==> config.mk <==
export PLATFORM = sky130hd
export DESIGN_NAME = apb_slave_mux
export DESIGN_NICKNAME = d
export VERILOG_FILES = /design/src/rtl/apb_slave_mux.sv
export SDC_FILE = /design/constraint.sdc
export NUM_CORES = 1
export LEC_CHECK = 0
export ABC_AREA = 1
export CAP_MARGIN = 20
export CORE_MARGIN = 2
export CORE_UTILIZATION = 38
export CTS_BUF_LIST = sky130_fd_sc_hd__clkbuf_8 sky130_fd_sc_hd__clkbuf_16
export DETAILED_ROUTE_END_ITERATION = 6
export GPL_ROUTABILITY_DRIVEN = 0
export GPL_TIMING_DRIVEN = 1
export PLACE_DENSITY = 0.93
export SETUP_SLACK_MARGIN = 0.2
export SLEW_MARGIN = 30
export SYNTH_ARGS = -nofsm -noshare
export SYNTH_HDL_FRONTEND = slang
export SYNTH_SLANG_ARGS = --single-unit
==> constraint.sdc <==
create_clock -name CLK -period 2.9 [get_ports CLK]
set_input_delay 0.58 -clock CLK [delete_from_list [all_inputs] [get_ports CLK]]
set_output_delay 0.58 -clock CLK [all_outputs]
set_load 0.01 [all_outputs]
==> src/rtl/apb_slave_mux.sv <==
// APB slave-side decoder/mux: one-hot select from a PADDR field, response muxing, unmapped-access errors.
// Optional wait-state watchdog with ABORT state is enabled by defining APB_SLAVE_MUX_TIMEOUT_EN.
module apb_slave_mux #(
    parameter int NUM_SLAVES     = 4,
    parameter int SEL_LSB        = 16,
    parameter int SEL_BITS       = 8,
    parameter int DATA_WIDTH     = 32,
    parameter int TIMEOUT_CYCLES = 255
) (
    input  logic                           CLK,
    input  logic                           RST,
    input  logic [31:0]                    PADDR,
    input  logic                           PSEL,
    input  logic                           PENABLE,
    output logic [NUM_SLAVES-1:0]          PSEL_slave,
    input  logic [NUM_SLAVES*DATA_WIDTH-1:0] PRDATA_in,
    input  logic [NUM_SLAVES-1:0]          PREADY_in,
    input  logic [NUM_SLAVES-1:0]          PSLVERR_in,
    output logic [DATA_WIDTH-1:0]          PRDATA_out,
    output logic                           PREADY_out,
    output logic                           PSLVERR_out,
    output logic                           err_flag,
    output logic [31:0]                    err_addr,
    input  logic                           err_clr,
    output logic [1:0]                     fsm_state
);

    localparam int IW = (NUM_SLAVES > 1) ? $clog2(NUM_SLAVES) : 1;

    typedef enum logic [1:0] {
        IDLE     = 2'd0,
        ACCESS   = 2'd1,
        UNMAPPED = 2'd2
`ifdef APB_SLAVE_MUX_TIMEOUT_EN
        , ABORT  = 2'd3
`endif
    } state_t;

    state_t          state;
    logic [IW-1:0]   sel_q;
    logic [31:0]     addr_q;
    logic [SEL_BITS-1:0] idx;
    logic [IW-1:0]   idx_s;
    logic            mapped;
    logic            setup;
    logic            err_set;

`ifdef APB_SLAVE_MUX_TIMEOUT_EN
    localparam int CW = $clog2(TIMEOUT_CYCLES + 1);
    localparam logic [CW-1:0] T_LAST = CW'(TIMEOUT_CYCLES - 1);
    localparam logic [CW-1:0] T_MAX  = CW'(TIMEOUT_CYCLES);
    logic [CW-1:0] cnt;
`endif

    assign idx    = PADDR[SEL_LSB +: SEL_BITS];
    assign idx_s  = idx[IW-1:0];
    assign mapped = (32'(idx) < 32'(NUM_SLAVES));
    assign setup  = PSEL && !PENABLE;
    assign fsm_state = state;

`ifdef APB_SLAVE_MUX_TIMEOUT_EN
    assign err_set = PSEL && ((state == UNMAPPED) || (state == ABORT));
`else
    assign err_set = PSEL && (state == UNMAPPED);
`endif

    // Select and response are combinational so the bridge sees zero added latency.
    always_comb begin
        PSEL_slave  = '0;
        PRDATA_out  = '0;
        PREADY_out  = 1'b0;
        PSLVERR_out = 1'b0;
        case (state)
            IDLE: begin
                if (!RST && setup && mapped)
                    PSEL_slave = NUM_SLAVES'(1) << idx_s;
            end
            ACCESS: begin
                PSEL_slave  = NUM_SLAVES'(1) << sel_q;
                PRDATA_out  = PRDATA_in[int'(sel_q)*DATA_WIDTH +: DATA_WIDTH];
                PREADY_out  = PREADY_in[sel_q];
                PSLVERR_out = PSLVERR_in[sel_q];
            end
            UNMAPPED: begin
                PREADY_out  = 1'b1;
                PSLVERR_out = 1'b1;
            end
`ifdef APB_SLAVE_MUX_TIMEOUT_EN
            ABORT: begin
                PREADY_out  = 1'b1;
                PSLVERR_out = 1'b1;
            end
`endif
            default: ;
        endcase
    end

    always_ff @(posedge CLK or posedge RST) begin
        if (RST) begin
            state    <= IDLE;
            sel_q    <= '0;
            addr_q   <= '0;
            err_flag <= 1'b0;
            err_addr <= '0;
`ifdef APB_SLAVE_MUX_TIMEOUT_EN
            cnt      <= '0;
`endif
        end else begin
            // A new error takes priority over a same-cycle clear.
            if (err_set) begin
                err_flag <= 1'b1;
                err_addr <= addr_q;
            end else if (err_clr) begin
                err_flag <= 1'b0;
                err_addr <= '0;
            end

            case (state)
                IDLE: begin
                    if (setup) begin
                        addr_q <= PADDR;
                        if (mapped) begin
                            sel_q <= idx_s;
                            state <= ACCESS;
`ifdef APB_SLAVE_MUX_TIMEOUT_EN
                            cnt   <= '0;
`endif
                        end else begin
                            state <= UNMAPPED;
                        end
                    end
                end
                ACCESS: begin
                    if (!PSEL || PREADY_in[sel_q]) begin
                        state <= IDLE;
                    end
`ifdef APB_SLAVE_MUX_TIMEOUT_EN
                    else begin
                        if (cnt == T_LAST)
                            state <= ABORT;
                        if (cnt != T_MAX)
                            cnt <= cnt + 1'b1;
                    end
`endif
                end
                default: state <= IDLE;
            endcase
        end
    end

endmodule

==> results by group, run 1 <==
Route
  • Avg Vias per Cell: 5.37
  • Post-route DRC: 0
  • Iteration-0 DRC Markers: 418
  • Drt total wl: 15.1 mm
  • Wire length per cell: 16.7 um
  • First-pass DRT Iterations: 6
  • Final ANT Viol Nets: 0
  • Routed via count: 4,850

Flow run
  • # Max-Cap Violations: 0

GRT
  • Initial antenna violation count: 0
  • Largest net degree at the start of global routing: 70
  • GR Util All Layers: 0.258
  • First-pass GRT wire length: 23.2 mm
  • Vias in the first global route: 4,745
  • GRT overflow: 0

Clock tree
  • Clk root buf: clkbuf_8
  • H-Tree Depth: 3
  • Clk sinks: 69
  • CTS tree: done
  • Worst skew pair latency: 0.34 ns
  • Clock Tree Buf Depth: 2
  • Worst-path clk slew: 0.07 ns
  • Num CTS Buffers: 9
  • # hold bufs at CTS: 0

Min path
  • Worst hold path startpoint: err_flag
  • HP Class: flop to flop
  • Hold depth: 2
  • Hold endpoint: err_flag

Critical path
  • Critical path launch point type: flop
  • RR Endpoint: addr_q[14]
  • CP endpoint kind: primary output
  • Critical path buffers and inverters: 4
  • FF-to-FF path depth: 7
  • Crit path cell chain: inv_1 -> ha_1 -> inv_2 -> buf_12 -> a41oi_1 -> clkdlybuf4s50_1
  • Crit path max fanout: 26
  • Reg-to-reg critical path startpoint: fsm_state[1]
  • CP startpoint: fsm_state[1]
  • Crit-path leading delay family: buffers and inverters
  • Arr. time, crit path: 2.19 ns
  • Slowest stage delay, CP: 0.59 ns
  • R2r setup slk: 1.15 ns
  • Critical path class: flop to primary output
  • Crit path required time: 2.32 ns
  • CP max stage cell: clkdlybuf4s50_1

Floorplan
  • Die area: 11,300 um^2
  • Starting Density: 0.389
  • # IOs: 246
  • DIE WIDTH: 106 um
  • Placeable Area: 10,200 um^2
  • Die Y: 106 um
  • Row cnt: 37

Pwr
  • VDD IR-drop max: 0.000222 V
  • Static Leakage: 0.00315 uW
  • Pwr dens: 429 nW/um^2
  • Total chip power: 2920 uW

Yosys
  • Avg Inst Size Synth: 7.56 um^2
  • Post-synth EDFFs: 0
  • Synth cell types: 22
  • Asr flop ratio synth: 1.00
  • Sequential area share after synthesis: 0.434
  • Post-synth design cell area: 3980 um^2
  • Syn nets: 702
  • Top_reg_cell synth: dfrtp_1
  • #FFs+latches synth: 69
  • Synth warnings: 0
  • Mapped Cells: 526

STA
  • Worst slew pin tran: 0.520 ns
  • Setup violators final: 0
  • Worst slew margin: 0.653
  • Clock skew: 0.00518 ns
  • Total negative slack: 0 ns
  • Post-route minimum period: 2.77 ns
  • Final Hold Viols: 0
  • Pins Over Slew Limit: 0
  • Max Freq: 360 MHz
  • Final period util: 0.957
  • RSZ-0062 raised after global routing: yes

Layout
  • # diodes: 0
  • # nets final: 939
  • Share of layout cells above drive strength 1: 0.0691
  • Area growth syn-to-layout: 70.8%
  • # fillers: 811

Placement
  • HPWL Detailed: 11.2 mm
  • Port bufs: 245

Run status
  • Status: completed
==> layer usage <==
layer  up-vias  track usage  part of all wire
li1       2277            -                 -
met1      2294        0.325              0.40
met2       242        0.425              0.49
met3        37       0.0748             0.089
met4         0       0.0846             0.027
met5         -            0                 0
==> Yosys cell counts (4+ instances only) <==
cell type | count | area (um^2)
a41oi_1 | 32 | 280
nand3_1 | 145 | 726
inv_1 | 38 | 143
inv_2 | 4 | 15.0
o21ai_0 | 50 | 250
buf_4 | 13 | 97.6
dfrtp_1 | 69 | 1730
clkbuf_1 | 13 | 48.8
buf_2 | 14 | 70.1
nor2_1 | 11 | 41.3
nand2_1 | 119 | 447
==> kinds of logic after synthesis <==
group	share of synthesized area
AO/OA/AOI/OAI	0.139
adder cells (fa/ha/maj)	0.00943
buffers and inverters	0.101
flip-flops	0.434
AND/OR/NAND/NOR	0.317
==> layout make-up <==
class | count | area (um^2) | share of cell area
timing repair buffer | 269 | 2710 | 0.398
sequential | 69 | 1730 | 0.254
tap | 136 | 170 | 0.0250
inverter | 43 | 170 | 0.0250
clock buffer | 9 | 124 | 0.0182
clock inverter | 6 | 33.8 | 0.00497
timing repair inverter | 1 | 5.00 | 0.000737
multi-input combinational | 370 | 1860 | 0.273
==> worst max-delay path by stage <==
stage / to / cells after the start
after floorplan: addr_q[0] / 1
after global placement: PSEL_slave[3] / 7
after detailed placement: PSEL_slave[3] / 7
after CTS: PRDATA_out[12] / 5
after global routing: PRDATA_out[12] / 6
final: PRDATA_out[12] / 6
==> layout by cell type, fill, tap and decap left out, types with 2 or more instances in the layout <==
master             n
o21ai_0           50
a21oi_1            2
a41oi_1           32
nand3_1          145
buf_6              2
inv_1             38
dfrtp_2            2
clkbuf_8           9
inv_2              4
nand2_2            2
ha_1               3
clkdlybuf4s50_1  211
dlymetal6s2s_1    12
nand2_1          118
clkinv_4           2
dfrtp_1           67
buf_12             5
nor2_2             2
clkinv_2           4
dlygate4sd2_1     22
nand4_1            3
buf_4             17
nor2_1             9
==> through the flow <==
step	utilization	instances	setup slack [ns]	area, um^2	hold WS, ns
detailed placement	0.644	885	0.0546	6590	0.465
global route	0.664	903	0.0339	6800	0.518
CTS	0.659	901	0.110	6740	0.489
global placement	0.644	885	0.0504	6590	0.457
floorplan	-	526	0.580	3980	0.448
finish	0.664	903	0.125	6800	0.481
==> sequential cells by signal (all words and copies together), names as in the netlist <==
signal and cells:
addr_q 32, fsm_state 2, err_addr 32, err_flag 1, sel_q 2
==> what timing repair did <==
item	4_1_cts	5_1_grt
pin swaps	3	2
gates resized for setup	27	18
cloned	0	1
hold endpoints to repair	0	0
setup buffers	1	1
endpoints found under the setup margin	38	18
==> power by group <==
| part | switching, uW | total [uW] | internal, uW |
|---|---|---|---|
| Clock | 333 | 630 | 297 |
| Combinational | 513 | 1030 | 519 |
| Sequential | 95.0 | 1250 | 1160 |
==> worst register-to-register path: stages, from the launching register on <==
cell     delay, ns
dfrtp_1       0.42
inv_1         0.10
ha_1          0.28
nand2_4       0.09
inv_2         0.06
buf_4         0.37
nand2_1       0.15
o21ai_0       0.15
(Power assumes the default switching activity.)
==> inputs of run 2 (changes only) <==
--- a/config.mk
+++ b/config.mk
@@ -7,7 +7,6 @@
 export LEC_CHECK = 0
 export ABC_AREA = 1
 export CAP_MARGIN = 20
-export CORE_MARGIN = 2
 export CORE_UTILIZATION = 38
 export CTS_BUF_LIST = sky130_fd_sc_hd__clkbuf_8 sky130_fd_sc_hd__clkbuf_16
 export DETAILED_ROUTE_END_ITERATION = 6
==> results by group, run 2 (synthesis results as in run 1) <==
Floorplan
  • Die area: 10,900 um^2
  • DIE WIDTH: 104 um
  • Placeable Area: 9950 um^2
  • # IOs: 246
  • Die Y: 104 um
  • Starting Density: 0.400
  • Row cnt: 36

Layout
  • # nets final: 943
  • Most common cell after layout, fill and taps aside: clkdlybuf4s50_1
  • # diodes: 0
  • Area growth syn-to-layout: 73.1%
  • Regs by FF count: addr_q: 32 flops, err_addr: 32 flops
  • Design area: 6890 um^2
  • Share of layout cells above drive strength 1: 0.0804
  • # fillers: 784
  • Commonest cells after routing, fill and taps aside: clkdlybuf4s50_1 (208), nand3_1 (145), nand2_1 (118)
  • Fin util: 0.692

GRT
  • Initial antenna violation count: 1
  • GRT overflow: 0
  • GR Util All Layers: 0.286
  • First-pass GRT wire length: 24.3 mm
  • Vias in the first global route: 4,892
  • Largest net degree at the start of global routing: 70

STA
  • Setup violators final: 0
  • Pins Over Slew Limit: 0
  • RSZ-0062 raised after global routing: yes
  • Post-route minimum period: 2.71 ns
  • Final hold slack: 0.476 ns
  • Final period util: 0.936
  • Worst slew pin tran: 0.689 ns
  • Final Hold Viols: 0
  • Clock skew: 0.00521 ns
  • Max Freq: 369 MHz
  • Total negative slack: 0 ns
  • Worst slew margin: 0.540

Route
  • Routed via count: 4,916
  • Iteration-0 DRC Markers: 420
  • Final ANT Viol Nets: 0
  • Avg Vias per Cell: 5.44
  • Post-route DRC: 0
  • First-pass DRT Iterations: 6
  • Wire length per cell: 17.5 um
  • Drt total wl: 15.9 mm

Clock tree
  • Num CTS Buffers: 9
  • Worst skew pair latency: 0.35 ns
  • H-Tree Depth: 3
  • Clk root buf: clkbuf_8
  • Worst-path clk slew: 0.08 ns
  • CTS tree: done
  • # hold bufs at CTS: 0
  • Clk sinks: 69
  • Clock Tree Buf Depth: 2

Placement
  • HPWL Detailed: 11.4 mm
  • Port bufs: 245
  • Cell area after placement: 6540 um^2

Critical path
  • Crit path max fanout: 25
  • CP endpoint kind: primary output
  • Critical path launch point type: flop
  • Arr. time, crit path: 2.13 ns
  • Critical path class: flop to primary output
  • Crit path required time: 2.32 ns

Pwr
  • Pwr dens: 445 nW/um^2
  • Static Leakage: 0.00315 uW
  • VDD IR-drop max: 0.000237 V

Flow run
  • # Max-Cap Violations: 0

Min path
  • HP Class: flop to flop

Run status
  • Status: completed
==> run 2: worst paths after layout <==
kind	startpoint	to	slack (ns)	cells past startpoint
worst min-delay path	err_flag	err_flag	0.48	2
worst max register to register	fsm_state[0]	sel_q[0]	0.81	13
min in group asynchronous	RST	fsm_state[1]	0.74	2
worst min register to register	err_flag	err_flag	0.48	2
max in group asynchronous	RST	err_addr[1]	1.53	3
worst max-delay path	sel_q[1]	PRDATA_out[20]	0.19	5
==> run 2: what timing repair did <==
action,CTS,global route
pin swaps,2,3
setup endpoints to repair,38,11
resized for setup,44,13
setup buffers,7,1
hold endpoints to repair,0,0
gates cloned,2,0
==> run 2: cell type report <==
class	instances	area [um^2]	area share
repair buffers	273	2730	0.396
multi-input cells	370	1890	0.275
flip-flops and latches	69	1730	0.251
inverters	43	173	0.0251
well taps	133	166	0.0242
clock buffers	9	124	0.0180
clock inverters	6	63.8	0.00927
repair inverters	1	8.76	0.00127
==> run 2: power by group <==
group,internal [uW],leakage [uW],switching (uW)
Sequential,1160,0.000895,101
Clock,391,0.0000915,362
Combinational,527,0.00217,526
==> run 2: routing by layer <==
layer	track usage	part of all wire
met1	0.332	0.37
met2	0.478	0.50
met3	0.103	0.099
met4	0.111	0.031
met5	0	0.00076
==> run 2: worst max-delay path: stages, from the launching register on <==
cell	delay, ns
dfrtp_2	0.43
clkinv_2	0.17
buf_8	0.22
nand3_1	0.13
a41oi_2	0.24
clkdlybuf4s50_1	0.58
==> run 2: per-stage QoR <==
stage	power, uW	instances	setup slack, ns
2_1_floorplan	1730	526	0.580
3_3_place_gp	2220	879	0.0468
3_5_place_dp	2270	879	0.0158
4_1_cts	3070	903	0.140
5_1_grt	3230	904	0.113
6_report	3070	904	0.187
==> inputs of run 3 (changes only) <==
--- a/config.mk
+++ b/config.mk
@@ -7,12 +7,12 @@
 export LEC_CHECK = 0
 export ABC_AREA = 1
 export CAP_MARGIN = 20
-export CORE_UTILIZATION = 38
+export CORE_UTILIZATION = 34
 export CTS_BUF_LIST = sky130_fd_sc_hd__clkbuf_8 sky130_fd_sc_hd__clkbuf_16
 export DETAILED_ROUTE_END_ITERATION = 6
-export GPL_ROUTABILITY_DRIVEN = 0
 export GPL_TIMING_DRIVEN = 1
-export PLACE_DENSITY = 0.93
+export HOLD_SLACK_MARGIN = 0.06
+export PLACE_DENSITY = 0.89
 export SETUP_SLACK_MARGIN = 0.2
 export SLEW_MARGIN = 30
 export SYNTH_ARGS = -nofsm -noshare
==> constraint.sdc (replaced) <==
create_clock -name CLK -period 2.38 [get_ports CLK]
set_input_delay 0.476 -clock CLK [delete_from_list [all_inputs] [get_ports CLK]]
set_output_delay 0.476 -clock CLK [all_outputs]
set_load 0.01 [all_outputs]
==> results by group, run 3 (synthesis results as in run 1) <==
Floorplan
  • Starting Density: 0.348
  • Die area: 12,100 um^2
  • Row cnt: 39
  • Placeable Area: 11,400 um^2
  • DIE WIDTH: 110 um
  • # IOs: 246
  • Die Y: 110 um

Critical path
  • Critical path launch point type: flop
  • Crit-path leading delay family: buffers and inverters
  • CP startpoint: sel_q[1]
  • Critical path buffers and inverters: 4
  • RR Endpoint: err_addr[15]
  • Crit path cell chain: inv_4 -> buf_6 -> clkbuf_16 -> nand3_1 -> a41oi_2 -> buf_2
  • Critical path class: flop to primary output
  • Reg-to-reg critical path startpoint: fsm_state[0]
  • CP endpoint kind: primary output
  • Arr. time, crit path: 1.68 ns
  • Crit path max fanout: 8
  • CP max stage cell: dfrtp_2
  • Slowest stage delay, CP: 0.43 ns
  • Crit path required time: 1.90 ns
  • R2r setup slk: 0.64 ns
  • FF-to-FF path depth: 7

Route
  • First-pass DRT Iterations: 5
  • Final ANT Viol Nets: 0
  • Drt total wl: 16.5 mm
  • Wire length per cell: 17.6 um
  • Avg Vias per Cell: 5.20
  • Iteration-0 DRC Markers: 407
  • Routed via count: 4,858
  • Post-route DRC: 0

Clock tree
  • Num CTS Buffers: 9
  • Clk root buf: clkbuf_16
  • CTS tree: done
  • Worst-path clk slew: 0.05 ns
  • Clk sinks: 69
  • H-Tree Depth: 3
  • Worst skew pair latency: 0.32 ns
  • Clock Tree Buf Depth: 2

Placement
  • GPL Wtd Cong: 0.857
  • Cell area after placement: 6700 um^2
  • Pre-CTS setup slack: -0.264 ns
  • Port bufs: 245
  • HPWL Detailed: 10.6 mm

Pwr
  • Pwr dens: 597 nW/um^2
  • VDD IR-drop max: 0.000448 V
  • Static Leakage: 0.00321 uW
  • Total chip power: 4430 uW

GRT
  • Largest net degree at the start of global routing: 70
  • Vias in the first global route: 4,275
  • GR Util All Layers: 0.239
  • Initial antenna violation count: 0
  • First-pass GRT wire length: 21.8 mm
  • GRT overflow: 0

Layout
  • Most common cell after layout, fill and taps aside: clkdlybuf4s50_1
  • Regs by FF count: addr_q: 32 flops, err_addr: 32 flops
  • Share of layout cells above drive strength 1: 0.189
  • # fillers: 953
  • # nets final: 963
  • Fin util: 0.650
  • Commonest cells after routing, fill and taps aside: clkdlybuf4s50_1 (202), nand3_1 (140), nand2_1 (117)
  • Design area: 7420 um^2
  • Area growth syn-to-layout: 86.4%
  • # diodes: 0

STA
  • Final period util: 0.907
  • Max Freq: 464 MHz
  • Worst slew margin: 0.667
  • Post-route minimum period: 2.16 ns
  • Final WS setup: 0.223 ns
  • RSZ-0062 raised after global routing: yes
  • Worst slew pin tran: 0.499 ns
  • Pins Over Slew Limit: 0
  • Setup violators final: 0
  • Final Hold Viols: 0
  • Clock skew: 0.00354 ns

Min path
  • HP Class: input port to flop
  • Worst hold path startpoint: PADDR[22]
  • Hold depth: 3
  • Hold endpoint: addr_q[22]

Run status
  • Status: completed

Flow run
  • # Max-Cap Violations: 0
run 3: cell types whose count changed in the layout (fill, tap and decap cells not counted), sizes merged, moves of 3 or more:
cell	previous run	this run
buf	27	78
dlygate4sd2	27	3
clkbuf	9	18
dlymetal6s2s	9	2
clkdlybuf4s50	208	202
inv	44	41
run 3: how the worst max path moves through the flow:
stage	cells past startpoint	end	slack [ns]
floorplan	5	PRDATA_out[10]	0.58
global placement	7	PSEL_slave[3]	-0.30
detailed placement	7	PSEL_slave[3]	-0.26
CTS	5	PRDATA_out[22]	0.13
global route	6	PRDATA_out[15]	0.17
finish	6	PRDATA_out[16]	0.22
run 3: metrics by stage:
step / hold WS, ns / cells / TNS, ns
after global placement: 0.456 / 902 / -1.20
after CTS: 0.473 / 924 / 0
after detailed placement: 0.460 / 902 / -1.13
after global routing: 0.476 / 935 / 0
final: 0.464 / 935 / 0
after floorplan: 0.448 / 526 / 0
run 3: power by group:
part / internal [uW] / switching [uW]
clock network: 966 / 471
registers: 1410 / 113
logic: 765 / 695
run 3: layout make-up:
cell class / instances / area (um^2) / share of cell area
clock buffer: 11 / 253 / 0.0341
multi-input combinational: 370 / 2070 / 0.279
clock inverter: 5 / 73.8 / 0.00995
tap: 143 / 179 / 0.0241
inverter: 43 / 178 / 0.0240
sequential: 69 / 1730 / 0.233
timing repair buffer: 294 / 2940 / 0.396
run 3: metal layers:
metal / wire length [um] / global-route usage / vias to the layer above / part of all wire
met2: 7500 / 0.351 / 256 / 0.46
met4: 438 / 0.0752 / 0 / 0.027
met1: 6870 / 0.334 / 2225 / 0.42
met3: 1660 / 0.0729 / 35 / 0.10
met5: 0 / 0 / - / 0
li1: - / - / 2342 / -
run 3: timing repair:
action                     in CTS  in global routing
setup endpoints to repair      38                 36
hold buffers                    0                  0
pin swaps                       5                  7
setup buffers                   3                  5
gates cloned                    3                  6
resized for setup             164                 60
run 3: worst reg2reg max path: stages, from the launching register on:
cell and delay (ns):
dfrtp_1 0.40, inv_1 0.09, ha_1 0.23, buf_4 0.18
nand2_1 0.07, buf_4 0.42, nand3_1 0.16, o21ai_0 0.11
